$ cat src/rtl/cam_pkg.sv
`default_nettype none
// ============================================================================
// Module   : cam_pkg
// Purpose  : Shared types, latencies and helpers for the pipelined CAM.
//            cam_addr_w()  - index width for a given entry count
//            cam_result_t  - one registered search result {hit, multi, index}
// Revision : 1.0 - initial release
// ============================================================================
package cam_pkg;

  localparam int CAM_SEARCH_LAT = 2;
  localparam int CAM_READ_LAT   = 1;

  // Result index is stored at a fixed maximum width so the struct can live
  // in the package; the top truncates it to its own index width.
  localparam int CAM_IDX_MAX_W  = 32;

  function automatic int cam_addr_w(input int depth);
    return (depth < 2) ? 1 : $clog2(depth);
  endfunction

  typedef struct packed {
    logic                     hit;
    logic                     multi;
    logic [CAM_IDX_MAX_W-1:0] index;
  } cam_result_t;

endpackage
`default_nettype wire

$ cat src/rtl/cam_priority_encoder.sv
`default_nettype none
// ============================================================================
// Module   : cam_priority_encoder
// Purpose  : Combinational reduction of a CAM match vector.
// Ports    : i_match  [DEPTH]      per-entry match flags
//            o_hit                 at least one flag set
//            o_multi               two or more flags set
//            o_index  [ADDR_WIDTH] lowest set position, 0 when none
// Revision : 1.0 - initial release
// ============================================================================
module cam_priority_encoder
  import cam_pkg::*;
#(
  parameter int DEPTH      = 32,
  parameter int ADDR_WIDTH = cam_addr_w(DEPTH)
) (
  input  logic [DEPTH-1:0]      i_match,
  output logic                  o_hit,
  output logic                  o_multi,
  output logic [ADDR_WIDTH-1:0] o_index
);

  always_comb begin
    o_hit   = 1'b0;
    o_multi = 1'b0;
    o_index = '0;
    // Descending scan so the lowest matching position is written last.
    for (int k = DEPTH - 1; k >= 0; k--) begin
      if (i_match[k]) begin
        o_index = ADDR_WIDTH'(k);
      end
    end
    // A second match is any set bit seen after o_hit already went high.
    for (int k = 0; k < DEPTH; k++) begin
      if (i_match[k]) begin
        o_multi = o_multi | o_hit;
        o_hit   = 1'b1;
      end
    end
  end

endmodule
`default_nettype wire

$ cat src/rtl/cam_pipelined.sv
`default_nettype none
// ============================================================================
// Module   : cam_pipelined
// Purpose  : DEPTH x WIDTH content-addressable tag store with per-entry valid
//            bits, indexed read (1 cycle) / write, single-entry invalidate,
//            global flush and a 2-stage pipelined associative search that
//            reports hit, multi-hit and lowest matching index.
// Config   : CAM_MASK_EN - when defined, adds search_mask_i (1 = compare bit);
//            otherwise search is an exact full-width compare.
// Ports    : clk_i, rst_i (async, active high)
//            read_enable_i/read_index_i     -> read_valid_o/read_value_o
//            write_enable_i/write_index_i/write_data_i
//            inval_enable_i/inval_index_i, flush_i
//            search_enable_i/search_data_i[/search_mask_i]
//                                           -> search_valid_o/hit/multi/index
// Revision : 1.0 - initial release
// ============================================================================
module cam_pipelined
  import cam_pkg::*;
#(
  parameter int WIDTH      = 32,
  parameter int DEPTH      = 32,
  parameter int ADDR_WIDTH = cam_addr_w(DEPTH)
) (
  input  logic                  clk_i,
  input  logic                  rst_i,
  input  logic                  read_enable_i,
  input  logic [ADDR_WIDTH-1:0] read_index_i,
  input  logic                  write_enable_i,
  input  logic [ADDR_WIDTH-1:0] write_index_i,
  input  logic [WIDTH-1:0]      write_data_i,
  input  logic                  inval_enable_i,
  input  logic [ADDR_WIDTH-1:0] inval_index_i,
  input  logic                  flush_i,
  input  logic                  search_enable_i,
  input  logic [WIDTH-1:0]      search_data_i,
`ifdef CAM_MASK_EN
  input  logic [WIDTH-1:0]      search_mask_i,
`endif
  output logic                  read_valid_o,
  output logic [WIDTH-1:0]      read_value_o,
  output logic                  search_valid_o,
  output logic                  search_hit_o,
  output logic                  search_multi_o,
  output logic [ADDR_WIDTH-1:0] search_index_o
);

  logic [WIDTH-1:0]      r_mem [DEPTH];
  logic [DEPTH-1:0]      r_valid;
  logic [DEPTH-1:0]      w_valid_next;
  logic [DEPTH-1:0]      w_match;
  logic [DEPTH-1:0]      r_match;

  logic                  w_rd_valid;
  logic [WIDTH-1:0]      w_rd_data;
  logic                  w_rd_take;
  logic                  r_read_valid;
  logic [WIDTH-1:0]      r_read_value;

  logic                  r_s1_valid;
  logic                  r_s2_valid;
  logic                  w_enc_hit;
  logic                  w_enc_multi;
  logic [ADDR_WIDTH-1:0] w_enc_index;
  cam_result_t           r_result;
  logic                  w_unused_index;

  // --------------------------------------------------------------------------
  // Storage. Data is not reset; indices with no matching entry (>= DEPTH)
  // select nothing and are therefore ignored.
  // --------------------------------------------------------------------------
  always_ff @(posedge clk_i) begin : p_mem
    for (int k = 0; k < DEPTH; k++) begin
      if (write_enable_i && (write_index_i == ADDR_WIDTH'(k))) begin
        r_mem[k] <= write_data_i;
      end
    end
  end

  for (genvar k = 0; k < DEPTH; k++) begin : g_entry
    // Invalidate beats write on the same entry; flush beats both (below).
    assign w_valid_next[k] =
        ~(inval_enable_i && (inval_index_i == ADDR_WIDTH'(k))) &
        (r_valid[k] | (write_enable_i && (write_index_i == ADDR_WIDTH'(k))));

    // Compare against pre-edge state: a write in the same cycle is not seen.
`ifdef CAM_MASK_EN
    assign w_match[k] = r_valid[k] & ~|((r_mem[k] ^ search_data_i) & search_mask_i);
`else
    assign w_match[k] = r_valid[k] & (r_mem[k] == search_data_i);
`endif
  end

  always_ff @(posedge clk_i or posedge rst_i) begin : p_valid
    if (rst_i) begin
      r_valid <= '0;
    end else if (flush_i) begin
      r_valid <= '0;
    end else begin
      r_valid <= w_valid_next;
    end
  end

  // --------------------------------------------------------------------------
  // Indexed read, one cycle latency.
  // --------------------------------------------------------------------------
  always_comb begin
    w_rd_valid = 1'b0;
    w_rd_data  = '0;
    for (int k = 0; k < DEPTH; k++) begin
      if (read_index_i == ADDR_WIDTH'(k)) begin
        w_rd_valid = r_valid[k];
        w_rd_data  = r_mem[k];
      end
    end
  end

  assign w_rd_take = read_enable_i & w_rd_valid;

  always_ff @(posedge clk_i or posedge rst_i) begin : p_read
    if (rst_i) begin
      r_read_valid <= 1'b0;
      r_read_value <= '0;
    end else begin
      r_read_valid <= w_rd_take;
      r_read_value <= w_rd_take ? w_rd_data : '0;
    end
  end

  // --------------------------------------------------------------------------
  // Search pipeline: stage 1 captures the match vector, stage 2 captures the
  // encoded result. Flush/invalidate after stage 1 do not alter a capture.
  // --------------------------------------------------------------------------
  always_ff @(posedge clk_i or posedge rst_i) begin : p_stage1
    if (rst_i) begin
      r_s1_valid <= 1'b0;
      r_match    <= '0;
    end else begin
      r_s1_valid <= search_enable_i;
      r_match    <= search_enable_i ? w_match : '0;
    end
  end

  cam_priority_encoder #(
    .DEPTH      (DEPTH),
    .ADDR_WIDTH (ADDR_WIDTH)
  ) u_prio (
    .i_match (r_match),
    .o_hit   (w_enc_hit),
    .o_multi (w_enc_multi),
    .o_index (w_enc_index)
  );

  always_ff @(posedge clk_i or posedge rst_i) begin : p_stage2
    if (rst_i) begin
      r_s2_valid <= 1'b0;
      r_result   <= '0;
    end else begin
      r_s2_valid <= r_s1_valid;
      if (r_s1_valid) begin
        r_result <= '{hit: w_enc_hit, multi: w_enc_multi,
                      index: CAM_IDX_MAX_W'(w_enc_index)};
      end else begin
        r_result <= '0;
      end
    end
  end

  assign w_unused_index = ^r_result.index[CAM_IDX_MAX_W-1:ADDR_WIDTH];

  assign read_valid_o   = r_read_valid;
  assign read_value_o   = r_read_value;
  assign search_valid_o = r_s2_valid;
  assign search_hit_o   = r_result.hit;
  assign search_multi_o = r_result.multi;
  assign search_index_o = r_result.index[ADDR_WIDTH-1:0];

endmodule
`default_nettype wire

$ cat config.mk
export PLATFORM = sky130hd
export DESIGN_NAME = cam_pipelined
export DESIGN_NICKNAME = d
export VERILOG_FILES = /design/src/rtl/cam_pkg.sv /design/src/rtl/cam_priority_encoder.sv /design/src/rtl/cam_pipelined.sv
export SDC_FILE = /design/constraint.sdc
export NUM_CORES = 2
export LEC_CHECK = 0
export CAP_MARGIN = 20
export CORE_MARGIN = 5
export CORE_UTILIZATION = 55
export CTS_CLUSTER_SIZE = 12
export DETAILED_ROUTE_END_ITERATION = 7
export MAX_ROUTING_LAYER = met4
export PLACE_DENSITY = 0.75
export SLEW_MARGIN = 20
export SYNTH_ARGS = -nofsm -noshare
export SYNTH_HDL_FRONTEND = slang
export SYNTH_SLANG_ARGS = --single-unit
$ cat constraint.sdc
create_clock -name clk_i -period 3.55 [get_ports clk_i]
set_clock_uncertainty 0.15 [all_clocks]
set_input_delay 0.71 -clock clk_i [delete_from_list [all_inputs] [get_ports clk_i]]
set_output_delay 0.71 -clock clk_i [all_outputs]
set_load 0.02 [all_outputs]
==> results_tabular.tex <==
\begin{tabular}{lr}
\hline
Metric & Value \\
\hline
\multicolumn{2}{l}{\textbf{Worst setup path}} \\
Worst R2R Path Depth & 6 \\
Worst EP arrival & approximately 4.0 ns \\
Critical path capture point type & register \\
Most numerous cell on the critical path & sky130\_fd\_sc\_hd\_\_buf\_4 \\
Reg2reg setup slack & 0.32 ns \\
CP max stage delay & about 0.63 ns \\
Cell breakdown of the critical path & clkdlybuf4s50\_1 > buf\_4 > nand3b\_1 > buf\_12 > nor2\_2 > buf\_4 > a222oi\_1 > nand3\_1 > a2111oi\_1 > o21ai\_0 > nor2\_1 > nor3\_2 \\
Reg2Reg Launch Point & r\_mem[0][483]\$\_DFFE\_PP\_ \\
Setup crit start kind & input pin \\
Critical Setup Path Class & in2reg \\
Crit-path slowest cell & sky130\_fd\_sc\_hd\_\_a2111oi\_1 \\
Required @ worst endpoint & about 4.0 ns \\
Highest net fanout along the worst path & 13 \\
Endpoint of the worst register-to-register path & r\_match[15]\$\_DFF\_PP0\_ \\
\multicolumn{2}{l}{\textbf{Placed design}} \\
DP Area & approximately 0.063 mm\^{}2 \\
Number of buffer cells added on primary ports & 126 \\
Total placed cells including tap cells & 5975 \\
Worst slack after detailed placement & -0.767 ns \\
Dpl hpwl & around 220 mm \\
Routability-driven placement congestion ratio & about 1.2 \\
\multicolumn{2}{l}{\textbf{Global routing}} \\
Maximum number of pins on one net before global-route repair & 41 \\
Number of antenna violations at the first check in global routing & 30 \\
Wire length of the first global-routing pass & a little under 400 mm \\
All-layer global routing usage & a little under three fifths \\
Vias in the first global route & 43200 \\
Grt ovf & 0 \\
\multicolumn{2}{l}{\textbf{Clock tree}} \\
Postcts setup bufs & 0 \\
Post-cts hold buffer count & 0 \\
Clk\_lat worst skew & between 0.7 and 0.8 ns \\
Sink count of the clock tree & 1130 \\
Buffer levels on the longest clock path & 3 \\
Clock-pin slew on the worst setup and hold paths & around 0.060 ns \\
CTS tree & done \\
Root buffer cell & sky130\_fd\_sc\_hd\_\_clkbuf\_16 \\
CTS buffer count & 119 \\
H-tree Lvls & 3 \\
\multicolumn{2}{l}{\textbf{Final layout}} \\
Number of nets at the end of the flow & about 4900 \\
Finished Layout Cells & between 6000 and 7000 \\
Fill cell count & between 7000 and 8000 \\
Register Area & roughly 0.033 mm\^{}2 \\
Core utilization of the finished layout & 67.5\% \\
Multi-input logic area & about 0.020 mm\^{}2 \\
Synth-to-Final Area Change & 21.5\% \\
Share of layout cells above drive strength 1 & between 20 and 25\% \\
Finished Cell Area & $\sim$0.067 mm\^{}2 \\
\multicolumn{2}{l}{\textbf{STA}} \\
Normalized max-slew margin & approximately 7.3\% \\
Total negative setup slack & 0 ns \\
Setup repair after global routing missed its margin & no \\
Final Max Slew Viols & 0 \\
Number of setup violations in the final report & 0 \\
Max frequency & between 0.2 and 0.3 GHz \\
Actual slew at the worst max-slew pin & approximately 1.4 ns \\
Final critical-path setup slack & 0.0459 ns \\
Minimum period implied by the final worst setup slack & between 3 and 4 ns \\
Final Hold Viols & 0 \\
Final cycle utilization of the critical path & around 99\% \\
\multicolumn{2}{l}{\textbf{Die}} \\
Count of standard-cell rows & 115 \\
Chip width & 326 um \\
Core Area & 0.0986 mm\^{}2 \\
Initial Utilization & 55.6\% \\
Area of the die & roughly 0.11 mm\^{}2 \\
Die height & between 300 and 400 um \\
I/O pins & between 100 and 150 \\
\multicolumn{2}{l}{\textbf{Yosys}} \\
Average size of a mapped cell & about 13 um\^{}2 \\
EDFF count, synth & 1024 \\
Dominant synthesized flop cell & sky130\_fd\_sc\_hd\_\_edfxtp\_1 \\
Synth cell types & between 80 and 90 \\
Register area share after synthesis & between 60 and 70\% \\
Post-synthesis instance area & between 0.05 and 0.06 mm\^{}2 \\
Gate Count Post-Synth & between 4000 and 5000 \\
Synthesized flop and latch total & between 1000 and 1500 \\
Warnings from Yosys & 0 \\
Syn nets & between 4000 and 5000 \\
Async set or reset register ratio after synthesis & 9.38\% \\
\multicolumn{2}{l}{\textbf{Flow run}} \\
Max-cap violation count & 0 \\
\multicolumn{2}{l}{\textbf{Routing}} \\
Post-DR wirelength/cell & 47.6 um \\
Total number of vias & roughly 47000 \\
Vias per inst & roughly 7.6 \\
Length of routed met2 wiring & around 110 mm \\
Count of TritonRoute iterations in the first routing pass & 8 \\
Number of DRC markers after the initial detailed-route iteration & between 10000 and 15000 \\
WL met3 & $\sim$63 mm \\
DRC violation count after routing & 31 \\
Highest routed metal layer & met4 \\
Met1 wire length & a little under 100 mm \\
Overall routed net length & $\sim$300 mm \\
Count of antenna-violating nets left after detailed routing & 0 \\
\multicolumn{2}{l}{\textbf{Pwr}} \\
Leakage power of the design & roughly 23 nW \\
Largest vdd supply drop & between 0.4 and 0.5 mV \\
Power per standard cell area & between 400 and 500 mW/mm\^{}2 \\
\multicolumn{2}{l}{\textbf{Outcome}} \\
Violated checks & DRC \\
Result of the run & finished with violations \\
\multicolumn{2}{l}{\textbf{Min path}} \\
Path class of the lowest-slack min-delay path & in2async \\
\hline
\end{tabular}
power breakdown:
group          internal, W  switching (W)  total [W]  leakage (nW)
clock              0.00677        0.00558     0.0123          1.82
sequential          0.0147       0.000172     0.0149          10.7
combinational      0.00111        0.00260    0.00371          10.9
total               0.0226        0.00835     0.0309          23.4
cell usage after synthesis, types with 5 or more instances:
master	instances	area share [%]
sky130_fd_sc_hd__a2111oi_0	12	0.19
sky130_fd_sc_hd__a211oi_1	44	0.60
sky130_fd_sc_hd__a21oi_1	112	1.0
sky130_fd_sc_hd__a221oi_1	32	0.51
sky130_fd_sc_hd__a221oi_2	7	0.19
sky130_fd_sc_hd__a222oi_1	21	0.38
sky130_fd_sc_hd__a22o_1	19	0.30
sky130_fd_sc_hd__a22oi_1	255	3.5
sky130_fd_sc_hd__a31oi_1	21	0.24
sky130_fd_sc_hd__a32oi_1	5	0.080
sky130_fd_sc_hd__and3_1	7	0.080
sky130_fd_sc_hd__and4_1	5	0.080
sky130_fd_sc_hd__buf_1	23	0.16
sky130_fd_sc_hd__buf_2	150	1.4
sky130_fd_sc_hd__buf_4	23	0.32
sky130_fd_sc_hd__buf_6	9	0.19
sky130_fd_sc_hd__clkbuf_1	69	0.47
sky130_fd_sc_hd__dfrtp_1	106	4.8
sky130_fd_sc_hd__edfxtp_1	1024	56
sky130_fd_sc_hd__inv_1	24	0.16
sky130_fd_sc_hd__mux2_2	14	0.29
sky130_fd_sc_hd__mux2i_1	46	0.84
sky130_fd_sc_hd__mux4_2	9	0.37
sky130_fd_sc_hd__nand2_1	134	0.92
sky130_fd_sc_hd__nand2b_1	19	0.22
sky130_fd_sc_hd__nand3_1	54	0.49
sky130_fd_sc_hd__nand4_1	155	1.8
sky130_fd_sc_hd__nor2_1	191	1.3
sky130_fd_sc_hd__nor2_2	8	0.091
sky130_fd_sc_hd__nor2_4	7	0.14
sky130_fd_sc_hd__nor2b_1	11	0.13
sky130_fd_sc_hd__nor3_1	55	0.50
sky130_fd_sc_hd__nor3_2	8	0.15
sky130_fd_sc_hd__nor4_1	196	2.2
sky130_fd_sc_hd__o2111ai_1	18	0.29
sky130_fd_sc_hd__o211ai_1	6	0.082
sky130_fd_sc_hd__o21ai_0	79	0.72
sky130_fd_sc_hd__o221ai_1	12	0.19
sky130_fd_sc_hd__o22ai_1	31	0.35
sky130_fd_sc_hd__o31ai_1	7	0.096
sky130_fd_sc_hd__or3_1	6	0.069
sky130_fd_sc_hd__or4_1	36	0.49
sky130_fd_sc_hd__xnor2_1	301	4.8
sky130_fd_sc_hd__xor2_1	715	11
cells by family after synthesis:
kind of cell / Yosys count / synth area share (%)
AO/OA/AOI/OAI: 720 / 9.48
adder cells (fa/ha/maj): 1 / 0.0183
multiplexers: 69 / 1.50
XOR/XNOR: 1016 / 16.2
AND/OR/NAND/NOR: 918 / 9.10
flip-flops: 1130 / 61.0
buffers and inverters: 300 / 2.68
flip-flops by register name, indices dropped and copies added, names as in the netlist:
| name | count |
|---|---|
| r_match | 32 |
| r_valid | 32 |
| read_value_o | 32 |
| r_s1_valid | 1 |
| r_mem | 1024 |
| search_hit_o | 1 |
| search_multi_o | 1 |
| search_index_o | 5 |
| search_valid_o | 1 |
| read_valid_o | 1 |
layout make-up:
type                    count  area share [%]
flip-flops and latches   1130            50.2
multi-input cells        2724            30.4
clock inverters            50           0.731
well taps                1287            2.42
inverters                  26           0.152
clock buffers             166            4.85
repair buffers            808            11.1
diodes                     34           0.128
worst max path at each step:
stage | start | end | slack [ns] | depth (start not counted)
2_1_floorplan | write_index_i[3] | r_mem[0][288]$_DFFE_PP_ | 0.19 | 4
3_3_place_gp | read_index_i[4] | read_value_o[29]$_DFF_PP0_ | -0.82 | 12
3_5_place_dp | read_index_i[4] | read_value_o[29]$_DFF_PP0_ | -0.77 | 12
4_1_cts | read_index_i[4] | read_value_o[29]$_DFF_PP0_ | 0.009 | 12
5_1_grt | read_index_i[4] | read_value_o[29]$_DFF_PP0_ | 0.05 | 12
6_report | read_index_i[4] | read_value_o[29]$_DFF_PP0_ | 0.05 | 12
per-stage QoR:
stage | power (W) | hold WS [ns]
finish | 0.0309 | 0.234
global route | 0.0312 | 0.285
floorplan | 0.0164 | 0.298
global placement | 0.0185 | 0.389
CTS | 0.0304 | 0.237
detailed placement | 0.0185 | 0.399
per-layer routing:
metal	up-vias	global-route usage, %
met1	23300	67.9
met3	1217	36.2
met4	0	26.5
met5	-	-
met2	5548	71.6
li1	17200	-
layout by cell type, fill, tap and decap left out, types with 21 or more instances in the layout:
| cell | instances |
|---|---|
| sky130_fd_sc_hd__nand3_1 | 54 |
| sky130_fd_sc_hd__a211oi_1 | 44 |
| sky130_fd_sc_hd__nor4_1 | 193 |
| sky130_fd_sc_hd__buf_2 | 35 |
| sky130_fd_sc_hd__buf_4 | 588 |
| sky130_fd_sc_hd__nand4_1 | 155 |
| sky130_fd_sc_hd__buf_12 | 95 |
| sky130_fd_sc_hd__clkinv_2 | 23 |
| sky130_fd_sc_hd__clkbuf_1 | 41 |
| sky130_fd_sc_hd__xnor2_1 | 301 |
| sky130_fd_sc_hd__nor2_1 | 156 |
| sky130_fd_sc_hd__xor2_1 | 715 |
| sky130_fd_sc_hd__edfxtp_1 | 1024 |
| sky130_fd_sc_hd__clkbuf_16 | 120 |
| sky130_fd_sc_hd__o21ai_0 | 79 |
| sky130_fd_sc_hd__nor3_1 | 45 |
| sky130_fd_sc_hd__a21oi_1 | 112 |
| sky130_fd_sc_hd__inv_1 | 23 |
| sky130_fd_sc_hd__a22oi_1 | 255 |
| sky130_fd_sc_hd__clkdlybuf4s50_1 | 89 |
| sky130_fd_sc_hd__nor2_4 | 35 |
| sky130_fd_sc_hd__diode_2 | 34 |
| sky130_fd_sc_hd__o22ai_1 | 31 |
| sky130_fd_sc_hd__nand2_1 | 134 |
| sky130_fd_sc_hd__a221oi_1 | 32 |
| sky130_fd_sc_hd__a31oi_1 | 21 |
| sky130_fd_sc_hd__mux2i_1 | 46 |
| sky130_fd_sc_hd__dfrtp_1 | 106 |
| sky130_fd_sc_hd__a222oi_1 | 21 |
| sky130_fd_sc_hd__or4_1 | 36 |
repair_timing:
item / in CTS / in global routing
endpoints found under the setup margin: 0 / 2
hold endpoints to repair: 0 / 0
gates resized for setup: 0 / 2
worst max-delay path, delay by kind of cell:
| kind | cells | cell delay [ns] |
|---|---|---|
| buffers and inverters | 4 | 1.28 |
| AO/OA/AOI/OAI | 3 | 1.19 |
| AND/OR/NAND/NOR | 5 | 0.79 |
Power figures use the tool's default switching activity.
